### config.mk
export PLATFORM = sky130hd
export DESIGN_NAME = fb_pixel_writer
export DESIGN_NICKNAME = d
export VERILOG_FILES = /design/src/rtl/fb_pixel_writer.sv
export SDC_FILE = /design/constraint.sdc
export NUM_CORES = 1
export LEC_CHECK = 0
export ABC_AREA = 1
export BUFFER_PORTS_ARGS = -buffer_cell sky130_fd_sc_hd__buf_2
export CORE_MARGIN = 5
export CORE_UTILIZATION = 45
export DETAILED_ROUTE_END_ITERATION = 10
export MAX_ROUTING_LAYER = met4
export PLACE_DENSITY_LB_ADDON = 0.1
export SYNTH_ARGS = -nofsm -noshare
export SYNTH_HDL_FRONTEND = slang
export SYNTH_SLANG_ARGS = --single-unit
### constraint.sdc
create_clock -name clk -period 4.2 [get_ports clk]
set_input_delay 0.21 -clock clk [delete_from_list [all_inputs] [get_ports clk]]
set_output_delay 0.21 -clock clk [all_outputs]
set_load 0.01 [all_outputs]
### src/rtl/fb_pixel_writer.sv
// Pixel stream sink: filters, buffers and writes pixels to the frame buffer.
// Ports: pix_* stream in, clear_* full-screen clear, mem_* req/ack write port.
module fb_pixel_writer #(
  parameter int         SCREEN_W    = 320,
  parameter int         SCREEN_H    = 240,
  parameter int         FIFO_DEPTH  = 8,
  parameter logic [6:0] TRANSPARENT = 7'd0,
  parameter int         ADDR_W      = 17
) (
  input  logic              clk,
  input  logic              reset,
  input  logic              pix_valid,
  output logic              pix_ready,
  input  logic [8:0]        pix_x,
  input  logic [7:0]        pix_y,
  input  logic [6:0]        pix_color,
  input  logic              clear_start,
  input  logic [6:0]        clear_color,
  output logic              busy,
  output logic              clear_done,
  output logic [ADDR_W-1:0] mem_addr,
  output logic [6:0]        mem_data,
  output logic              mem_we,
  input  logic              mem_ack
);

  localparam int PW = $clog2(FIFO_DEPTH);

  localparam logic [1:0] S_IDLE     = 2'd0;
  localparam logic [1:0] S_CLR_WAIT = 2'd1;
  localparam logic [1:0] S_CLR      = 2'd2;

  localparam logic [ADDR_W-1:0] W_A =
    ADDR_W'(SCREEN_W);
  localparam logic [ADDR_W-1:0] LAST_A =
    ADDR_W'(SCREEN_W * SCREEN_H - 1);
  localparam logic [PW:0] FULL_N =
    (PW+1)'(FIFO_DEPTH);

  logic [1:0]    state;
  logic [23:0]   fifo_q [FIFO_DEPTH];
  logic [PW-1:0] wr_ptr;
  logic [PW-1:0] rd_ptr;
  logic [PW:0]   count;
  logic [6:0]    clr_color;

  logic          fifo_full;
  logic          on_screen;
  logic          push;
  logic          pop;
  logic          draining;
  logic [PW-1:0] next_idx;
  logic          next_avail;
  logic          load;
  logic [23:0]   next_ent;
  logic [ADDR_W-1:0] next_addr;

  assign fifo_full = (count == FULL_N);
  assign pix_ready = !fifo_full && (state == S_IDLE);
  assign on_screen = (pix_x < 9'(SCREEN_W)) &&
                     (pix_y < 8'(SCREEN_H));
  assign push = pix_valid && pix_ready && on_screen &&
                (pix_color != TRANSPARENT);

  // The head entry stays queued while its write is in flight and
  // retires on ack; the entry behind it is loaded in the same cycle
  // so acked writes can go back to back.
  assign draining   = (state != S_CLR);
  assign pop        = draining && mem_we && mem_ack;
  assign next_idx   = pop ? rd_ptr + PW'(1) : rd_ptr;
  assign next_avail = pop ? (count > (PW+1)'(1))
                          : (count != '0);
  assign load       = draining && (!mem_we || mem_ack) &&
                      next_avail;
  assign next_ent   = fifo_q[next_idx];
  assign next_addr  = ADDR_W'(next_ent[14:7]) * W_A +
                      ADDR_W'(next_ent[23:15]);

  assign busy = (state != S_IDLE) || (count != '0) || mem_we;

  always_ff @(posedge clk) begin
    if (push) fifo_q[wr_ptr] <= {pix_x, pix_y, pix_color};
  end

  always_ff @(posedge clk) begin
    if (reset) begin
      state      <= S_IDLE;
      wr_ptr     <= '0;
      rd_ptr     <= '0;
      count      <= '0;
      clr_color  <= '0;
      mem_we     <= 1'b0;
      mem_addr   <= '0;
      mem_data   <= '0;
      clear_done <= 1'b0;
    end else begin
      clear_done <= 1'b0;
      if (push) wr_ptr <= wr_ptr + PW'(1);
      if (pop)  rd_ptr <= rd_ptr + PW'(1);
      case ({push, pop})
        2'b10:   count <= count + (PW+1)'(1);
        2'b01:   count <= count - (PW+1)'(1);
        default: count <= count;
      endcase

      if (load) begin
        mem_we   <= 1'b1;
        mem_addr <= next_addr;
        mem_data <= next_ent[6:0];
      end else if (pop) begin
        mem_we <= 1'b0;
      end

      unique case (state)
        S_IDLE: begin
          if (clear_start) begin
            clr_color <= clear_color;
            state     <= S_CLR_WAIT;
          end
        end
        S_CLR_WAIT: begin
          if (count == '0 && !mem_we) begin
            state    <= S_CLR;
            mem_we   <= 1'b1;
            mem_addr <= '0;
            mem_data <= clr_color;
          end
        end
        S_CLR: begin
          if (mem_ack) begin
            if (mem_addr == LAST_A) begin
              mem_we     <= 1'b0;
              mem_addr   <= '0;
              clear_done <= 1'b1;
              state      <= S_IDLE;
            end else begin
              mem_addr <= mem_addr + ADDR_W'(1);
            end
          end
        end
        default: state <= S_IDLE;
      endcase
    end
  end

endmodule

==> results of run 1 <==
-- flip-flops by register name, summed over array words and instances, names as in the netlist, 2 cells and up --
register,cells
fifo_q,192
mem_addr,17
clr_color,7
mem_data,7
count,4
rd_ptr,3
wr_ptr,3
state,2
-- stage by stage --
step	utilization (%)	setup WS, ns	area (um2)	setup TNS (ns)	hold slack [ns]
5_1_grt	53.7	-0.0242	12500	-0.0280	0.0294
2_1_floorplan	-	0.345	10500	0	0.279
3_5_place_dp	48.4	-0.0135	11300	-0.0135	0.474
3_3_place_gp	48.4	0.125	11300	0	0.460
4_1_cts	53.5	0.0330	12400	0	0.0246
6_report	53.7	0.333	12500	0	0.0342
-- cells in the final DEF (no fill, tap or decap), drive strengths merged, types with 6 or more instances in the layout --
cell	instances
edfxtp	192
nand2	161
nor2	117
o21ai	106
buf	98
nand3	73
inv	53
a21oi	49
dfxtp	45
clkbuf	34
dlygate4sd3	30
ha	27
o211ai	24
nand4	12
o221ai	9
clkinv	9
o22ai	8
xor2	8
a32o	8
a31oi	7
nor3	6
-- cell type report --
| class | count | area share [%] |
|---|---|---|
| timing repair buffer | 128 | 7.19 |
| inverter | 53 | 1.59 |
| clock buffer | 34 | 6.03 |
| tap | 319 | 3.19 |
| sequential | 237 | 53.3 |
| clock inverter | 14 | 1.08 |
| multi-input combinational | 639 | 27.6 |
-- worst max-delay path by stage --
stage	to	slack, ns	depth (start not counted)
after floorplan	mem_addr[15]	0.35	24
after detailed placement	mem_addr[15]	-0.01	22
after CTS	mem_addr[15]	0.03	22
final	mem_addr[15]	0.33	21
after global routing	mem_addr[15]	-0.02	21
after global placement	mem_addr[15]	0.13	22
-- cell families after synthesis --
group	Yosys count	share of synthesized area, %
AND/OR/NAND/NOR	381	15.5
flip-flops	237	63.5
AO/OA/AOI/OAI	216	11.9
buffers and inverters	98	4.33
adder cells (fa/ha/maj)	29	3.60
XOR/XNOR	13	1.26
-- power by group through the flow --
stage          logic [W]  registers, W  clock network (W)
3_5_place_dp     0.00292       0.00288                  0
4_1_cts          0.00296       0.00283            0.00237
2_1_floorplan    0.00212       0.00288                  0
6_report         0.00296       0.00283            0.00231
5_1_grt          0.00336       0.00285            0.00246
3_3_place_gp     0.00290       0.00288                  0
-- layer usage --
metal | up-vias | GRT usage [%] | routed length [um]
met4 | 0 | 4.84 | 532
met2 | 190 | 32.3 | 12400
li1 | 3716 | - | -
met1 | 3560 | 27.6 | 11700
met3 | 51 | 3.52 | 1700
met5 | - | - | 0
-- synthesized netlist by cell type, types with 2 or more instances --
| cell | instances | share of area (%) |
|---|---|---|
| dfxtp_1 | 45 | 8.6 |
| edfxtp_1 | 192 | 55 |
| a31oi_1 | 7 | 0.42 |
| clkbuf_1 | 10 | 0.36 |
| o22ai_1 | 8 | 0.48 |
| buf_4 | 3 | 0.21 |
| buf_2 | 24 | 1.1 |
| nand2_2 | 2 | 0.12 |
| inv_1 | 50 | 1.8 |
| xnor2_1 | 4 | 0.33 |
| nand4_1 | 12 | 0.71 |
| nand2_1 | 157 | 5.6 |
| o21ai_0 | 93 | 4.4 |
| o221ai_1 | 9 | 0.75 |
| buf_6 | 6 | 0.64 |
| nor3_1 | 6 | 0.29 |
| fa_1 | 2 | 0.38 |
| ha_1 | 27 | 3.2 |
| nand2_4 | 2 | 0.21 |
| a21oi_1 | 49 | 2.3 |
| o21ai_1 | 13 | 0.62 |
| a32o_1 | 8 | 0.76 |
| nand3b_1 | 2 | 0.14 |
| nand3_1 | 72 | 3.4 |
| or2_2 | 5 | 0.30 |
| o211ai_1 | 24 | 1.7 |
| inv_2 | 2 | 0.071 |
| nor2_1 | 116 | 4.1 |
| xor2_1 | 8 | 0.67 |
| nor4_1 | 4 | 0.24 |
-- what timing repair did --
action                     4_1_cts  5_1_grt
pin swaps                        0        2
gates resized for setup          1        7
hold buffers                    30        0
setup endpoints to repair        1        5
setup buffers                    0        3
hold endpoints to repair       191        0
gates cloned                     0        0
==> metrics.md, run 1 <==
| Metric | Value |
|---|---|
| Status | complete, no violations |
| VDD IR max | 0.350 mV |
| Chip width | ~160 um |
| Ys async rst share | 0% |
| Worst-case clock buffer depth | 3 |
| R2r startpoint | state[0] |
| Worst R2R Path Depth | 21 |
| Int Pwr | between 0.005 and 0.006 W |
| Arrival time at the worst endpoint | 4.25 ns |
| R2R setup slack | between 0.3 and 0.4 ns |
| # port buffers | 63 |
| Setup Skew | 0.0158 ns |
| TritonCTS clock tree | yes |
| Ys Warns | 0 |
| Worst-skew pair later-pin latency | 0.53 ns |
| Worst Path Class, Setup | reg -> reg |
| WHS Endpoint | fifo_q[0][14] |
| Mapped cell area | 0.0105 mm2 |
| Mapped Nets | slightly above 1000 |
| Vias in the first global route | between 7000 and 8000 |
| Crit-path most repeated cell | nand2_1 |
| Final Hold Vio Count | 0 |
| TritonRoute pass-1 iters | 5 |
| Placed wire-length estimate | 17.0 mm |
| Min-Delay Path Depth | 1 |
| Worst slew pin tran | 0.956 ns |
| First-pass GRT wire length | 40.9 mm |
| Worst Setup SP | state[0] |
| Critical Path RT | 4.59 ns |
| Rel. slew slack | 36.2% |
| Critical-path cell list | inv_1, ha_4, inv_2, nand4_1, nand2_4, buf_4, nand2_1, a32o_1, o21ai_1, ha_1, fa_1, xor2_1, nand4_1, nor2_1, nand2_1, nor2_1, inv_1, nand3_1, nand3_1, nand2_1, a21oi_1 |
| Crit path largest cell delay | 0.47 ns |
| Diode count | 0 |
| Part of the power in registers | 34.9% |
| Post-route ant nets | 0 |
| Nets | 1150 |
| Filler cells | 2089 |
| Max-cap violations | 0 |
| Slowest-stage cell, CP | fa_1 |
| Fin cells | 1424 |
| Total gr overflow | 0 |
| H-tree depth | 1 |
| Worst Path Buf+Inv | 4 |
| Post-synth EDFFs | approximately 190 |
| Placed Cells | 1343 |
| Final setup violation count | 0 |
| Peak Freq | between 0.2 and 0.3 GHz |
| Ports | between 60 and 70 |
| CTS Buf Count | 26 |
| Routed vias | 7517 |
| Post-Synthesis Cells | between 900 and 1000 |
| Area grow syn2layout | 19.0% |
| Tcrit/Tclk final | 92.1% |
| Tot Pwr | 0.00810 W |
| CP max FO | 13 |
| Syn_area_per_cell | ~11 um2 |
| Final WL | 26.3 mm |
| Post-synthesis sequential area ratio | 63.5% |
| Slew Limit Fails | 0 |
| Worst r2r dst | mem_addr[15] |
| Clk sinks | 237 |
| Drt via density | 5.28 |
| P_sw | 0.00293 W |
| Gr usage total | 20.3% |
| DRC viols | 0 |
| DR iter-0 viols | 606 |
| Worst min path class | in -> reg |
| Worst Hold Launch | pix_y[7] |
| Initial core utilization | 45.2% |
| Clock Pin Slew Worst Setup and Hold Paths | 0.07 ns |
| Largest net degree at the start of global routing | 47 |
| Clock Power Share | ~28% |
| Multi-input gate area | roughly 0.0034 mm2 |
| Yosys reg bits | around 240 |
| Core ar. | 0.0233 mm2 |
| Worst setup SP type | flop |
| WL per Instance | 18.5 um |
| CTS root buf | clkbuf_16 |
| Row cnt | 56 |
| Cell variety after synth | 42 |
| Routability cong. | 0.859 |
| Logic pwr share | 36.5% |
| DIE HEIGHT | 163 um |
| Crit path capture type | flop |
| Leak pwr | 4.57 nW |
| Pwr Density | 648 mW/mm2 |
| Crit path max-delay family | simple AND/OR/NAND/NOR gates |
| Reg area | 0.00667 mm2 |
| Sw frac | ~36% |
| Share of layout cells above drive strength 1 | 15.2% |
| Final period demand of the worst path | 3.87 ns |
| Synth Flop Type | edfxtp_1 |
| Die Footprint | approximately 0.027 mm2 |
| Initial antenna violation count | 0 |
Note: power is estimated with default switching activity, not from simulation.
==> run 2: changes to the inputs <==
--- a/config.mk
+++ b/config.mk
@@ -11,7 +11,7 @@
 export CORE_UTILIZATION = 45
 export DETAILED_ROUTE_END_ITERATION = 10
 export MAX_ROUTING_LAYER = met4
-export PLACE_DENSITY_LB_ADDON = 0.1
+export SLEW_MARGIN = 40
 export SYNTH_ARGS = -nofsm -noshare
 export SYNTH_HDL_FRONTEND = slang
 export SYNTH_SLANG_ARGS = --single-unit
==> metrics.md, run 2 (synthesis results as in run 1) <==
| Metric | Value |
|---|---|
| Vias in the first global route | 7245 |
| Die Footprint | 0.0265 mm2 |
| Largest regs | fifo_q: 192 flops, mem_addr: 17 flops |
| Largest net degree at the start of global routing | 56 |
| CP max FO | 12 |
| Routability cong. | around 0.84 |
| Final WL | 26.3 mm |
| Gr usage total | 19.9% |
| Crit path largest cell delay | 0.41 ns |
| Register name with the most flops | fifo_q |
| Diode count | 0 |
| Critical-path cell list | inv_1, ha_4, nor2_4, buf_4, o21ai_4, buf_4, nand3_1, nand3_1, o21ai_1, ha_1, ha_1, fa_1, xor2_1, nand4_1, nor2_1, nand2_1, nor2_1, inv_1, nand3_1, nand3_1, nand2_1, a21oi_1 |
| Setup Skew | approximately 0.012 ns |
| Setup TNS | 0 ns |
| Arrival time at the worst endpoint | 4.29 ns |
| Area grow syn2layout | 19.0% |
| Rel. slew slack | 48.5% |
| CTS Buf Count | 25 |
| Initial core utilization | 45.2% |
| Pwr Density | 650 mW/mm2 |
| Worst min path class | in -> reg |
| RSZ-0062 raised after global routing | false |
| Chip width | 163 um |
| Row cnt | 56 |
| VDD IR max | about 0.38 mV |
| Worst Path Class, Setup | reg -> reg |
| Worst-case clock buffer depth | 3 |
| WL per Instance | 18.4 um |
| Leak pwr | 4.59 nW |
| TritonCTS clock tree | yes |
| Most frequent cells in the layout | edfxtp_1 (192), nand2_1 (156), nor2_1 (108), o21ai_0 (92), nand3_1 (71) |
| Worst setup SP type | flop |
| Clk sinks | 237 |
| Placed wire-length estimate | 16.5 mm |
| Post-route ant nets | 0 |
| H-tree depth | 1 |
| Slowest-stage cell, CP | fa_1 |
| DR iter-0 viols | between 500 and 600 |
| Drt via density | 5.34 |
| Share of layout cells above drive strength 1 | 15.8% |
| DIE HEIGHT | 163 um |
| Filler cells | 2064 |
| Tcrit/Tclk final | approximately 93% |
| CTS root buf | clkbuf_16 |
| Max-cap violations | 0 |
| TritonRoute pass-1 iters | 5 |
| Most common cell after layout, fill and taps aside | edfxtp_1 |
| First-pass GRT wire length | 40.4 mm |
| WHS | 0.0152 ns |
| Final Hold Vio Count | 0 |
| Crit path max-delay family | adder cells |
| Core ar. | around 0.023 mm2 |
| Ports | 64 |
| Status | complete, no violations |
| Number of flip-flops in the largest register | 192 |
| Worst-skew pair later-pin latency | 0.52 ns |
| Worst Path Buf+Inv | 4 |
| R2R setup slack | 0.30 ns |
| Initial antenna violation count | 0 |
| Nets | 1157 |
| Clock Pin Slew Worst Setup and Hold Paths | ~0.060 ns |
| Final setup violation count | 0 |
| Worst slew pin tran | between 0.7 and 0.8 ns |
| Peak Freq | about 0.26 GHz |
| Critical Path RT | 4.59 ns |
| # port buffers | 63 |
| DRC viols | 0 |
| Crit-path most repeated cell | nand3_1 |
| Routed vias | 7630 |
| Total gr overflow | 0 |
| Crit path capture type | flop |
| Final period demand of the worst path | between 3 and 4 ns |
| Slew Limit Fails | 0 |
run 2: changes by cell type in the layout (fill, tap and decap cells not counted), sizes merged:
cell and change:
clkbuf +3, clkinvlp -2, bufinv +1, dlygate4sd3 -4, buf +11, nand2 +1
clkinv -4
run 2: path summary, 6_finish.rpt:
kind / to / cells past startpoint / startpoint
worst max register to register: mem_addr[15] / 22 / state[0]
worst max-delay path: mem_addr[15] / 22 / state[0]
worst min register to register: clr_color[4] / 2 / clr_color[4]
worst min-delay path: fifo_q[4][6] / 1 / pix_color[6]
run 2: metal layers:
layer | part of all wire, % | GRT usage (%) | wire length, um
met1 | 46 | 27.8 | 12000
met2 | 48 | 31.9 | 12500
met3 | 5.3 | 2.38 | 1380
met4 | 1.4 | 3.74 | 374
met5 | 0 | - | 0
run 2: per-stage QoR:
| stage | setup WS, ns | util, % | cell area [um2] | power (W) | std cells |
|---|---|---|---|---|---|
| 2_1_floorplan | 0.345 | - | 10500 | 0.00500 | 974 |
| 4_1_cts | 0.0258 | 53.1 | 12400 | 0.00808 | 1419 |
| 3_5_place_dp | 0.0132 | 48.4 | 11300 | 0.00583 | 1347 |
| 5_1_grt | 0.0259 | 53.7 | 12500 | 0.00867 | 1430 |
| 3_3_place_gp | 0.111 | 48.4 | 11300 | 0.00580 | 1347 |
| 6_report | 0.298 | 53.7 | 12500 | 0.00813 | 1430 |
run 2: area by class of cell:
cell class / instances / area, um2 / share of cell area (%)
repair buffers: 135 / 928 / 7.43
clock inverters: 9 / 124 / 0.991
flip-flops and latches: 237 / 6670 / 53.3
clock buffers: 37 / 701 / 5.60
well taps: 319 / 399 / 3.19
inverters: 53 / 201 / 1.61
multi-input cells: 640 / 3480 / 27.9
run 2: power breakdown:
group | total (W) | leakage [nW] | internal (W) | switching (W)
Combinational | 0.00308 | 2.09 | 0.00112 | 0.00196
Clock | 0.00221 | 0.398 | 0.00134 | 0.000877
Sequential | 0.00283 | 2.10 | 0.00272 | 0.000115
run 2: timing repair:
action,CTS,global route
buffers inserted,0,10
hold buffers,26,0
pin swaps,0,4
setup endpoints to repair,2,6
resized for setup,2,12
hold endpoints to repair,159,0
cloned,0,1
